===== config.mk =====
export PLATFORM = sky130hd
export DESIGN_NAME = conv_frame_scheduler
export DESIGN_NICKNAME = d
export VERILOG_FILES = /design/src/rtl/conv_pkg.sv /design/src/rtl/window_addr_gen.sv /design/src/rtl/conv_frame_scheduler.sv
export SDC_FILE = /design/constraint.sdc
export NUM_CORES = 1
export LEC_CHECK = 0
export BUFFER_PORTS_ARGS = -buffer_cell sky130_fd_sc_hd__buf_4
export CAP_MARGIN = 20
export CORE_UTILIZATION = 50
export CTS_BUF_LIST = sky130_fd_sc_hd__clkbuf_16
export CTS_CLUSTER_DIAMETER = 150
export DETAILED_ROUTE_END_ITERATION = 12
export PLACE_DENSITY = 0.78
export REMOVE_ABC_BUFFERS = 1
export SLEW_MARGIN = 15
export SYNTH_ARGS = -nofsm -noshare
export SYNTH_HDL_FRONTEND = slang
export SYNTH_HIERARCHICAL = 1
export SYNTH_SLANG_ARGS = --single-unit
export TNS_END_PERCENT = 5

===== constraint.sdc =====
create_clock -name clk -period 2.8 [get_ports clk]
set_input_delay 0.14 -clock clk [delete_from_list [all_inputs] [get_ports clk]]
set_output_delay 0.14 -clock clk [all_outputs]
set_load 0.03 [all_outputs]

===== src/rtl/conv_pkg.sv =====
// rtl/conv_pkg.sv - shared widths, FSM state type and window packing helper
//
// Purpose : common definitions for the frame scheduler and its address generator.
// Contents: PIX_W / WIN_W / RES_W widths, TAPS (window size), conv_state_e,
//           win_lsb() giving the LSB of tap (i,j) inside the 72-bit window word.
package conv_pkg;

  localparam int PIX_W = 8;
  localparam int WIN_W = 72;
  localparam int RES_W = 24;
  localparam int TAPS  = 9;

  typedef enum logic [2:0] {
    IDLE,
    FETCH,
    CONV,
    WRITE,
    DONE
  } conv_state_e;

  // Row-major packing: top-left pixel in [7:0], bottom-right in [71:64].
  function automatic int win_lsb(input int i, input int j);
    return PIX_W * (3 * i + j);
  endfunction

endpackage


===== src/rtl/window_addr_gen.sv =====
// rtl/window_addr_gen.sv - output-position and 3x3 tap counters with RAM addresses
//
// Purpose : tracks the current output (row,col) and the read tap (i,j) of its window.
// Ports   : clk, reset (async, active-low)
//           frame_clr  - restart the frame at output (0,0)
//           tap_en     - a read is issued this cycle; step to the next tap
//           tap_clr    - rewind the tap counter (held outside FETCH)
//           advance    - current output written; move to the next output
//           rd_addr    - (row+i)*IMG_W + (col+j)
//           wr_addr    - row*(IMG_W-2) + col
//           tap_i/j    - current tap coordinates
//           taps_issued- all nine reads of the window have been issued
//           last       - current output is the final one of the frame
module window_addr_gen
  import conv_pkg::*;
#(
  parameter int IMG_W  = 8,
  parameter int IMG_H  = 8,
  parameter int ADDR_W = 6
) (
  input  logic              clk,
  input  logic              reset,
  input  logic              frame_clr,
  input  logic              tap_en,
  input  logic              tap_clr,
  input  logic              advance,
  output logic [ADDR_W-1:0] rd_addr,
  output logic [ADDR_W-1:0] wr_addr,
  output logic [1:0]        tap_i,
  output logic [1:0]        tap_j,
  output logic              taps_issued,
  output logic              last
);

  localparam int OUT_W = IMG_W - 2;
  localparam int OUT_H = IMG_H - 2;
  localparam int RW    = $clog2(IMG_H);
  localparam int CW    = $clog2(IMG_W);

  logic [RW-1:0] row;
  logic [CW-1:0] col;
  logic [3:0]    tap;

  assign last        = (row == RW'(OUT_H - 1)) && (col == CW'(OUT_W - 1));
  assign taps_issued = (tap == 4'(TAPS));

  always_ff @(posedge clk or negedge reset) begin
    if (!reset) begin
      row <= '0;
      col <= '0;
    end else if (frame_clr) begin
      row <= '0;
      col <= '0;
    end else if (advance) begin
      if (last) begin
        row <= '0;
        col <= '0;
      end else if (col == CW'(OUT_W - 1)) begin
        col <= '0;
        row <= row + 1'b1;
      end else begin
        col <= col + 1'b1;
      end
    end
  end

  always_ff @(posedge clk or negedge reset) begin
    if (!reset) begin
      tap   <= '0;
      tap_i <= '0;
      tap_j <= '0;
    end else if (tap_clr) begin
      tap   <= '0;
      tap_i <= '0;
      tap_j <= '0;
    end else if (tap_en) begin
      tap <= tap + 1'b1;
      if (tap_j == 2'd2) begin
        tap_j <= '0;
        tap_i <= tap_i + 1'b1;
      end else begin
        tap_j <= tap_j + 1'b1;
      end
    end
  end

  assign rd_addr = (ADDR_W'(row) + ADDR_W'(tap_i)) * ADDR_W'(IMG_W)
                 + ADDR_W'(col) + ADDR_W'(tap_j);
  assign wr_addr = ADDR_W'(row) * ADDR_W'(OUT_W) + ADDR_W'(col);

endmodule


===== src/rtl/conv_frame_scheduler.sv =====
// rtl/conv_frame_scheduler.sv - sequences a 3x3 convolution unit over a whole image
//
// Purpose : fetches each 3x3 window in raster order, runs it through the external
//           convolution unit and stores each 24-bit result in the result RAM.
// Ports   : clk, reset (async, active-low)
//           go, kernel_in            - host start pulse and kernel (captured on go)
//           rd_en/rd_addr/rd_data    - pixel RAM, data one cycle after rd_en
//           conv_data/conv_kernel/conv_start/conv_done/conv_result - convolution unit
//           wr_en/wr_addr/wr_data    - result RAM write
//           busy, frame_done, error  - status (error is sticky until the next go)
module conv_frame_scheduler
  import conv_pkg::*;
#(
  parameter int IMG_W   = 8,
  parameter int IMG_H   = 8,
  parameter int ADDR_W  = 6,
  parameter int TIMEOUT = 15
) (
  input  logic              clk,
  input  logic              reset,
  input  logic              go,
  input  logic [WIN_W-1:0]  kernel_in,
  output logic              rd_en,
  output logic [ADDR_W-1:0] rd_addr,
  input  logic [PIX_W-1:0]  rd_data,
  output logic [WIN_W-1:0]  conv_data,
  output logic [WIN_W-1:0]  conv_kernel,
  output logic              conv_start,
  input  logic              conv_done,
  input  logic [RES_W-1:0]  conv_result,
  output logic              wr_en,
  output logic [ADDR_W-1:0] wr_addr,
  output logic [RES_W-1:0]  wr_data,
  output logic              busy,
  output logic              frame_done,
  output logic              error
);

  localparam int TW = $clog2(TIMEOUT + 1);

  conv_state_e   state;
  conv_state_e   state_nxt;
  logic [TW-1:0] conv_cnt;
  logic          taps_issued;
  logic          last_out;
  logic [1:0]    tap_i;
  logic [1:0]    tap_j;
  logic          cap_en;
  logic [6:0]    cap_lsb;
  logic          go_ok;
  logic          conv_timeout;

  assign go_ok = (state == IDLE) && go;
  // A done arriving on the final allowed cycle still wins over the abort.
  assign conv_timeout = (state == CONV) && !conv_done && (conv_cnt == TW'(TIMEOUT - 1));

  window_addr_gen #(
    .IMG_W (IMG_W),
    .IMG_H (IMG_H),
    .ADDR_W(ADDR_W)
  ) u_addr (
    .clk        (clk),
    .reset      (reset),
    .frame_clr  (go_ok),
    .tap_en     (rd_en),
    .tap_clr    (state != FETCH),
    .advance    (wr_en),
    .rd_addr    (rd_addr),
    .wr_addr    (wr_addr),
    .tap_i      (tap_i),
    .tap_j      (tap_j),
    .taps_issued(taps_issued),
    .last       (last_out)
  );

  always_ff @(posedge clk or negedge reset) begin
    if (!reset) state <= IDLE;
    else        state <= state_nxt;
  end

  always_comb begin
    state_nxt = state;
    case (state)
      IDLE:    if (go) state_nxt = FETCH;
      // Tap 9 is the cycle the last read's data is captured.
      FETCH:   if (taps_issued) state_nxt = CONV;
      CONV: begin
        if (conv_done)         state_nxt = WRITE;
        else if (conv_timeout) state_nxt = IDLE;
      end
      WRITE:   state_nxt = last_out ? DONE : FETCH;
      DONE:    state_nxt = IDLE;
      default: state_nxt = IDLE;
    endcase
  end

  always_comb begin
    rd_en      = 1'b0;
    conv_start = 1'b0;
    wr_en      = 1'b0;
    busy       = 1'b0;
    frame_done = 1'b0;
    case (state)
      FETCH: begin
        busy  = 1'b1;
        rd_en = !taps_issued;
      end
      CONV: begin
        busy       = 1'b1;
        conv_start = 1'b1;
      end
      WRITE: begin
        busy  = 1'b1;
        wr_en = 1'b1;
      end
      DONE: begin
        busy       = 1'b1;
        frame_done = 1'b1;
      end
      default: ;
    endcase
  end

  // Read data lags its address by one cycle, so the target byte lane is
  // remembered alongside a delayed read strobe.
  always_ff @(posedge clk or negedge reset) begin
    if (!reset) begin
      cap_en      <= 1'b0;
      cap_lsb     <= '0;
      conv_data   <= '0;
      conv_kernel <= '0;
      conv_cnt    <= '0;
      wr_data     <= '0;
      error       <= 1'b0;
    end else begin
      cap_en  <= rd_en;
      cap_lsb <= 7'(win_lsb(int'(tap_i), int'(tap_j)));
      if (cap_en) conv_data[cap_lsb +: PIX_W] <= rd_data;

      if (state == CONV) conv_cnt <= conv_cnt + 1'b1;
      else               conv_cnt <= '0;

      if (go_ok) begin
        conv_kernel <= kernel_in;
        error       <= 1'b0;
      end else if (conv_timeout) begin
        error <= 1'b1;
      end

      if ((state == CONV) && conv_done) wr_data <= conv_result;
    end
  end

endmodule

==> summary.txt, run 1 <==
Outcome
  – Status: complete, no violations

Setup path
  – Worst Path Max Fanout: 6
  – Worst path slowest cell: dfrtp_1
  – CP startpoint: u_addr/row[0]$_DFFE_PN0P_
  – Worst path max stage delay: ~0.46 ns
  – CP Capture Type: output pin
  – Crit path cell chain: ha_1 -> fa_1 -> xor2_1 -> nand3_1 -> xor2_1 -> buf_4
  – Buf/Inv on CP: 1
  – CP Launch Type: flip-flop
  – Crit Path Category: reg2out
  – Critical Path AT: between 2 and 2.5 ns
  – CP required: ~2.7 ns
  – Delay-heaviest family, CP: adder cells
  – Worst R2R Start: cap_lsb[3]$_DFF_PN0_
  – CP most frequent cell: xor2_1

Die
  – Core outline area: 16000 um2
  – Rows: 46
  – Total Die Area: 17000 um2
  – Die Span X: 130 um
  – Io pins: 294
  – Initial core utilization: 0.516
  – Die Ht: 130 um

Clock tree
  – # clock sinks: between 150 and 200
  – CTS tree: done
  – CTS max path bufs: 2
  – Clk slew on worst S/H paths: about 0.070 ns
  – Root Buffer: clkbuf_16
  – Total CTS buffers: 17
  – Worst-Skew Late Latency: between 0.4 and 0.5 ns
  – CTS H-tree lvls: 4

Yosys
  – Cells after Synth: between 600 and 700
  – EDFF count, synth: 0
  – Top-area cell type share of the netlist area: 0.591
  – Most frequent cell after synthesis: dfrtp_1
  – Mapped Area: around 8300 um2
  – Yosys Warn Count: 6
  – Sequential share of the synthesized area: 0.591
  – FF+latch count, synth: roughly 200
  – Post-synth ARST share: 1.00
  – Top_reg_cell synth: dfrtp_1
  – Distinct cells, synth: a little under 50
  – Post-synth top cells: dfrtp_1 (195), mux2_2 (88), o21ai_0 (34), nand2_1 (30), mux2_1 (28)
  – Largest area contributor in the netlist: dfrtp_1
  – Avg Cell Area, Syn: between 10 and 15 um2
  – Synth top area cells: dfrtp_1 (59%), mux2_2 (12%), mux2_1 (3.8%)

Route
  – DR WL/cell: between 15 and 20 um
  – Final ANT Viol Nets: 0
  – Total Routed Length: about 24000 um
  – 1st-pass router iterations: 4
  – Post-route DRC: 0
  – Starting DRT DRC Count: 300
  – DR vias/cell: ~5.3
  – Vias post-DR: 6391

Global route
  – Initial antenna violation count: 1
  – Total Routing Usage GR: 0.281
  – Vias in the first global route: approximately 6.8k
  – Grt ovf: 0
  – First-pass GRT wire length: roughly 36000 um
  – Pin count of the biggest net entering global routing: 88

STA
  – Fin Clk Skew: around 0.010 ns
  – Final setup vio count: 0
  – Max Slew Vio Count: 0
  – Final period utilization: 0.896
  – Slew margin rel.: 0.551
  – Setup TNS: 0 ns
  – RSZ-0062 raised after global routing: no
  – Final Hold Viols: 0
  – Post-layout min period: roughly 2.5 ns
  – Worst slew pin tran: between 0.6 and 0.7 ns
  – Max Freq: between 300 and 400 MHz

Final layout
  – Share of post-route cells with drive strength above 1: 0.441
  – Layout area overhead: 47.1%
  – Design area: 12100 um2
  – Multi-input logic area: roughly 3100 um2
  – Filler Cells Inserted: 1007
  – FF/Latch Area: 4880 um2
  – Layout Nets: between 1k and 1.5k

Placement
  – Post-DP Area: approximately 11000 um2
  – I/O Buffers: around 300
  – Dpl hpwl: 15400 um
  – Routability cong.: just over 0.9

Worst hold path
  – HP Start: rd_data[5]
  – Min-delay worst type: in2reg

Power
  – Worst vdd ir: between 1 and 1.5 mV
  – Lkg Pwr: 5.89 nW
  – PD cells: 1280 nW/um2
  – Overall power: around 16 mW

Job
  – Max-cap violations: 0
## state kept, by name, summed over array words and instances (netlist names), 4 cells and up
register / cells
conv_data: 72
conv_kernel: 72
wr_data: 24
cap_lsb: 4
conv_cnt: 4
u_addr/tap: 4
## area by class of cell
cell class | instances | area share
Timing Repair Buffer | 398 | 0.269
Clock inverter | 14 | 0.00958
Sequential cell | 195 | 0.402
Antenna cell | 1 | 0.000206
Multi-Input combinational cell | 360 | 0.257
Tap cell | 216 | 0.0223
Clock buffer | 17 | 0.0350
Inverter | 16 | 0.00495
## cells by family after synthesis
family	synth area share
XOR/XNOR	0.0191
flip-flops	0.591
AO/OA/AOI/OAI	0.0626
buffers and inverters	0.0311
adder cells (fa/ha/maj)	0.0418
AND/OR/NAND/NOR	0.0631
multiplexers	0.191
## metal layers
metal	up-vias	GRT usage	routed length, um
met5	-	0	0
met4	0	0.134	833
met3	62	0.0627	1190
met2	238	0.502	12400
met1	3213	0.320	9080
li1	2878	-	-
## metrics by stage
| step | worst slack [ns] | utilization | hold WS (ns) | cells |
|---|---|---|---|---|
| global route | 0.158 | 0.759 | 0.00325 | 1217 |
| floorplan | -0.246 | - | -0.156 | 571 |
| detailed placement | 0.482 | 0.664 | 0.220 | 1087 |
| CTS | 0.359 | 0.759 | 0.00384 | 1216 |
| global placement | 0.659 | 0.664 | 0.205 | 1087 |
| finish | 0.292 | 0.759 | 0.0189 | 1217 |
## path summary, 6_finish.rpt
kind / to / slack, ns / depth (start not counted)
worst max-delay path: wr_addr[5] / 0.29 / 6
max in group asynchronous: conv_data[11]$_DFFE_PN0P_ / 1.56 / 3
min in group asynchronous: conv_kernel[49]$_DFFE_PN0P_ / 0.32 / 2
worst min register to register: wr_data[21]$_DFFE_PN0P_ / 0.49 / 1
worst max register to register: conv_data[35]$_DFFE_PN0P_ / 0.46 / 6
worst min-delay path: conv_data[53]$_DFFE_PN0P_ / 0.02 / 2
## power breakdown
| part | total, mW | internal (mW) | switching (mW) |
|---|---|---|---|
| registers | 5.01 | 4.09 | 0.918 |
| logic | 8.25 | 3.32 | 4.93 |
| clock network | 2.27 | 1.22 | 1.06 |
| total | 15.5 | 8.63 | 6.90 |
## cells in the final DEF (no fill, tap or decap), drive strengths merged, types with 5 or more instances in the layout
master | Yosys | final
o31ai | 16 | 16
clkbuf | 9 | 18
inv | 16 | 20
xor2 | 9 | 9
nand2b | 6 | 6
nor2 | 27 | 27
dfrtp | 195 | 195
mux2 | 132 | 132
dlygate4sd3 | 0 | 98
o21ai | 51 | 51
buf | 25 | 299
a21oi | 5 | 5
fa | 6 | 6
xnor2 | 9 | 9
nand2 | 30 | 30
clkinv | 0 | 7
nand3 | 5 | 5
ha | 18 | 18
## what timing repair did
item	4_1_cts	5_1_grt
gates resized for setup	0	0
endpoints found under the hold margin	175	0
hold buffers	98	0
buffers inserted	0	0
setup endpoints to repair	0	0
Note: power is estimated with default switching activity, not from simulation.
==> inputs of run 2 (changes only) <==
==> constraint.sdc (replaced) <==
create_clock -name clk -period 2.8 [get_ports clk]
set_input_delay 0.14 -clock clk [delete_from_list [all_inputs] [get_ports clk]]
set_output_delay 0.14 -clock clk [all_outputs]
set_load 0.05 [all_outputs]
==> run 2 against run 1 <==
  * Fmax down 0.55%
  * Via count down 0.42%
  * Design area up 0.97%
  * Sequential share of layout area down 0.39 points
  * Setup slack worse by 0.014 ns
  * Clock skew down 0.0025 ns
  * Die area unchanged
  * Global-route usage down 0.19 points
  * Critical endpoint unchanged
==> summary.txt, run 2 (synthesis results as in run 1) <==
Final layout
  – Commonest non-fill, non-tap cell in the layout: buf_4
  – Layout area overhead: 48.6%
  – Share of post-route cells with drive strength above 1: 0.444
  – Filler Cells Inserted: 988
  – Layout Nets: roughly 1.1k
  – Final core utilization: 0.766
  – Most frequent cells in the layout: buf_4 (298), dfrtp_1 (195), dlygate4sd3_1 (98)
  – Biggest regs: conv_data (72), conv_kernel (72), wr_data (24)

Die
  – Total Die Area: 17000 um2
  – Die Ht: ~130 um
  – Io pins: roughly 290
  – Die Span X: 130 um
  – Core outline area: 16000 um2
  – Rows: 46
  – Initial core utilization: 0.516

Placement
  – Dpl hpwl: approximately 15000 um
  – I/O Buffers: roughly 290
  – Routability cong.: 0.897

STA
  – Final period utilization: 0.901
  – Worst slew pin tran: roughly 0.65 ns
  – Max Slew Vio Count: 0
  – RSZ-0062 raised after global routing: no
  – Final Hold Viols: 0
  – Fin Clk Skew: between 0.007 and 0.008 ns
  – Final setup vio count: 0
  – Setup TNS: 0 ns
  – Slew margin rel.: 0.563
  – Post-layout min period: between 2 and 3 ns
  – Max Freq: 397 MHz

Global route
  – First-pass GRT wire length: ~35000 um
  – Total Routing Usage GR: 0.279
  – Initial antenna violation count: 1
  – Grt ovf: 0
  – Vias in the first global route: just under 7k
  – Pin count of the biggest net entering global routing: between 80 and 90

Clock tree
  – CTS tree: done
  – Root Buffer: clkbuf_16
  – Post-CTS setup buffer count: 0
  – CTS H-tree lvls: 4
  – CTS max path bufs: 2
  – Clk slew on worst S/H paths: around 0.070 ns
  – # clock sinks: 195
  – Total CTS buffers: 17
  – Worst-Skew Late Latency: 0.43 ns

Setup path
  – Worst R2R Start: cap_lsb[3]$_DFF_PN0_
  – CP startpoint: u_addr/row[1]$_DFFE_PN0P_
  – CP Launch Type: flip-flop
  – CP required: about 2.7 ns
  – CP Capture Type: output pin
  – Worst Path Max Fanout: 5
  – Reg2reg path depth: 6
  – Critical Path AT: ~2.4 ns
  – Crit Path Category: reg2out

Worst hold path
  – Min-delay worst type: in2reg
  – Hold path cells: 2
  – HP Start: rd_data[1]

Route
  – Final ANT Viol Nets: 0
  – 1st-pass router iterations: 5
  – Total Routed Length: between 20000 and 25000 um
  – Starting DRT DRC Count: 363
  – DR WL/cell: between 15 and 20 um
  – Max layer used: met4
  – Met3 WL: around 1200 um
  – Routed length on met2: about 12000 um
  – M1 WL: approximately 9000 um
  – DR vias/cell: between 5 and 6
  – Post-route DRC: 0
  – Vias post-DR: approximately 6.4k

Outcome
  – Status: complete, no violations

Job
  – Max-cap violations: 0
run 2: routing by layer:
| metal | track usage | up-vias |
|---|---|---|
| met3 | 0.0656 | 59 |
| li1 | - | 2869 |
| met1 | 0.321 | 3177 |
| met5 | 0 | - |
| met4 | 0.128 | 0 |
| met2 | 0.495 | 259 |
run 2: area by class of cell:
class	count	area, um2	area share
Clock buffer	17	425	0.0347
Timing Repair Buffer	399	3270	0.267
Inverter	16	60.1	0.00490
Clock inverter	15	226	0.0185
Sequential cell	195	4880	0.398
Tap cell	216	270	0.0220
Antenna cell	1	2.50	0.000204
Multi-Input combinational cell	360	3130	0.255
run 2: worst max-delay path, stage by stage (launching register included):
cell and delay [ns]:
dfrtp_1 0.45, inv_1 0.13, ha_1 0.31, inv_1 0.07, fa_1 0.44, nand3_1 0.13
xor2_1 0.19, buf_4 0.23
run 2: worst paths after layout:
| path | end | slack [ns] |
|---|---|---|
| setup reg to reg | conv_data[34]$_DFFE_PN0P_ | 0.53 |
| hold / removal | conv_data[49]$_DFFE_PN0P_ | 0.02 |
| min in group asynchronous | conv_kernel[12]$_DFFE_PN0P_ | 0.25 |
| max in group asynchronous | conv_data[66]$_DFFE_PN0P_ | 1.68 |
| setup / recovery | wr_addr[5] | 0.28 |
| hold reg to reg | conv_data[68]$_DFFE_PN0P_ | 0.49 |
run 2: stage by stage:
step           std cells  hold slack (ns)  setup WS [ns]  area, um2
5_1_grt             1219          0.00994          0.173      12300
6_report            1219           0.0232          0.278      12300
4_1_cts             1218          0.00445          0.315      12300
3_3_place_gp        1088            0.144          0.661      10600
2_1_floorplan        571           -0.156         -0.246       8060
3_5_place_dp        1088            0.154          0.571      10600
run 2: timing repair:
| action | in CTS | in global routing |
|---|---|---|
| hold buffers | 98 | 0 |
| resized for setup | 0 | 0 |
| endpoints found under the hold margin | 158 | 0 |
Power of run 2 is not shown: default switching activity piles up to over one toggle a cycle in this logic, so the estimate is an artifact.
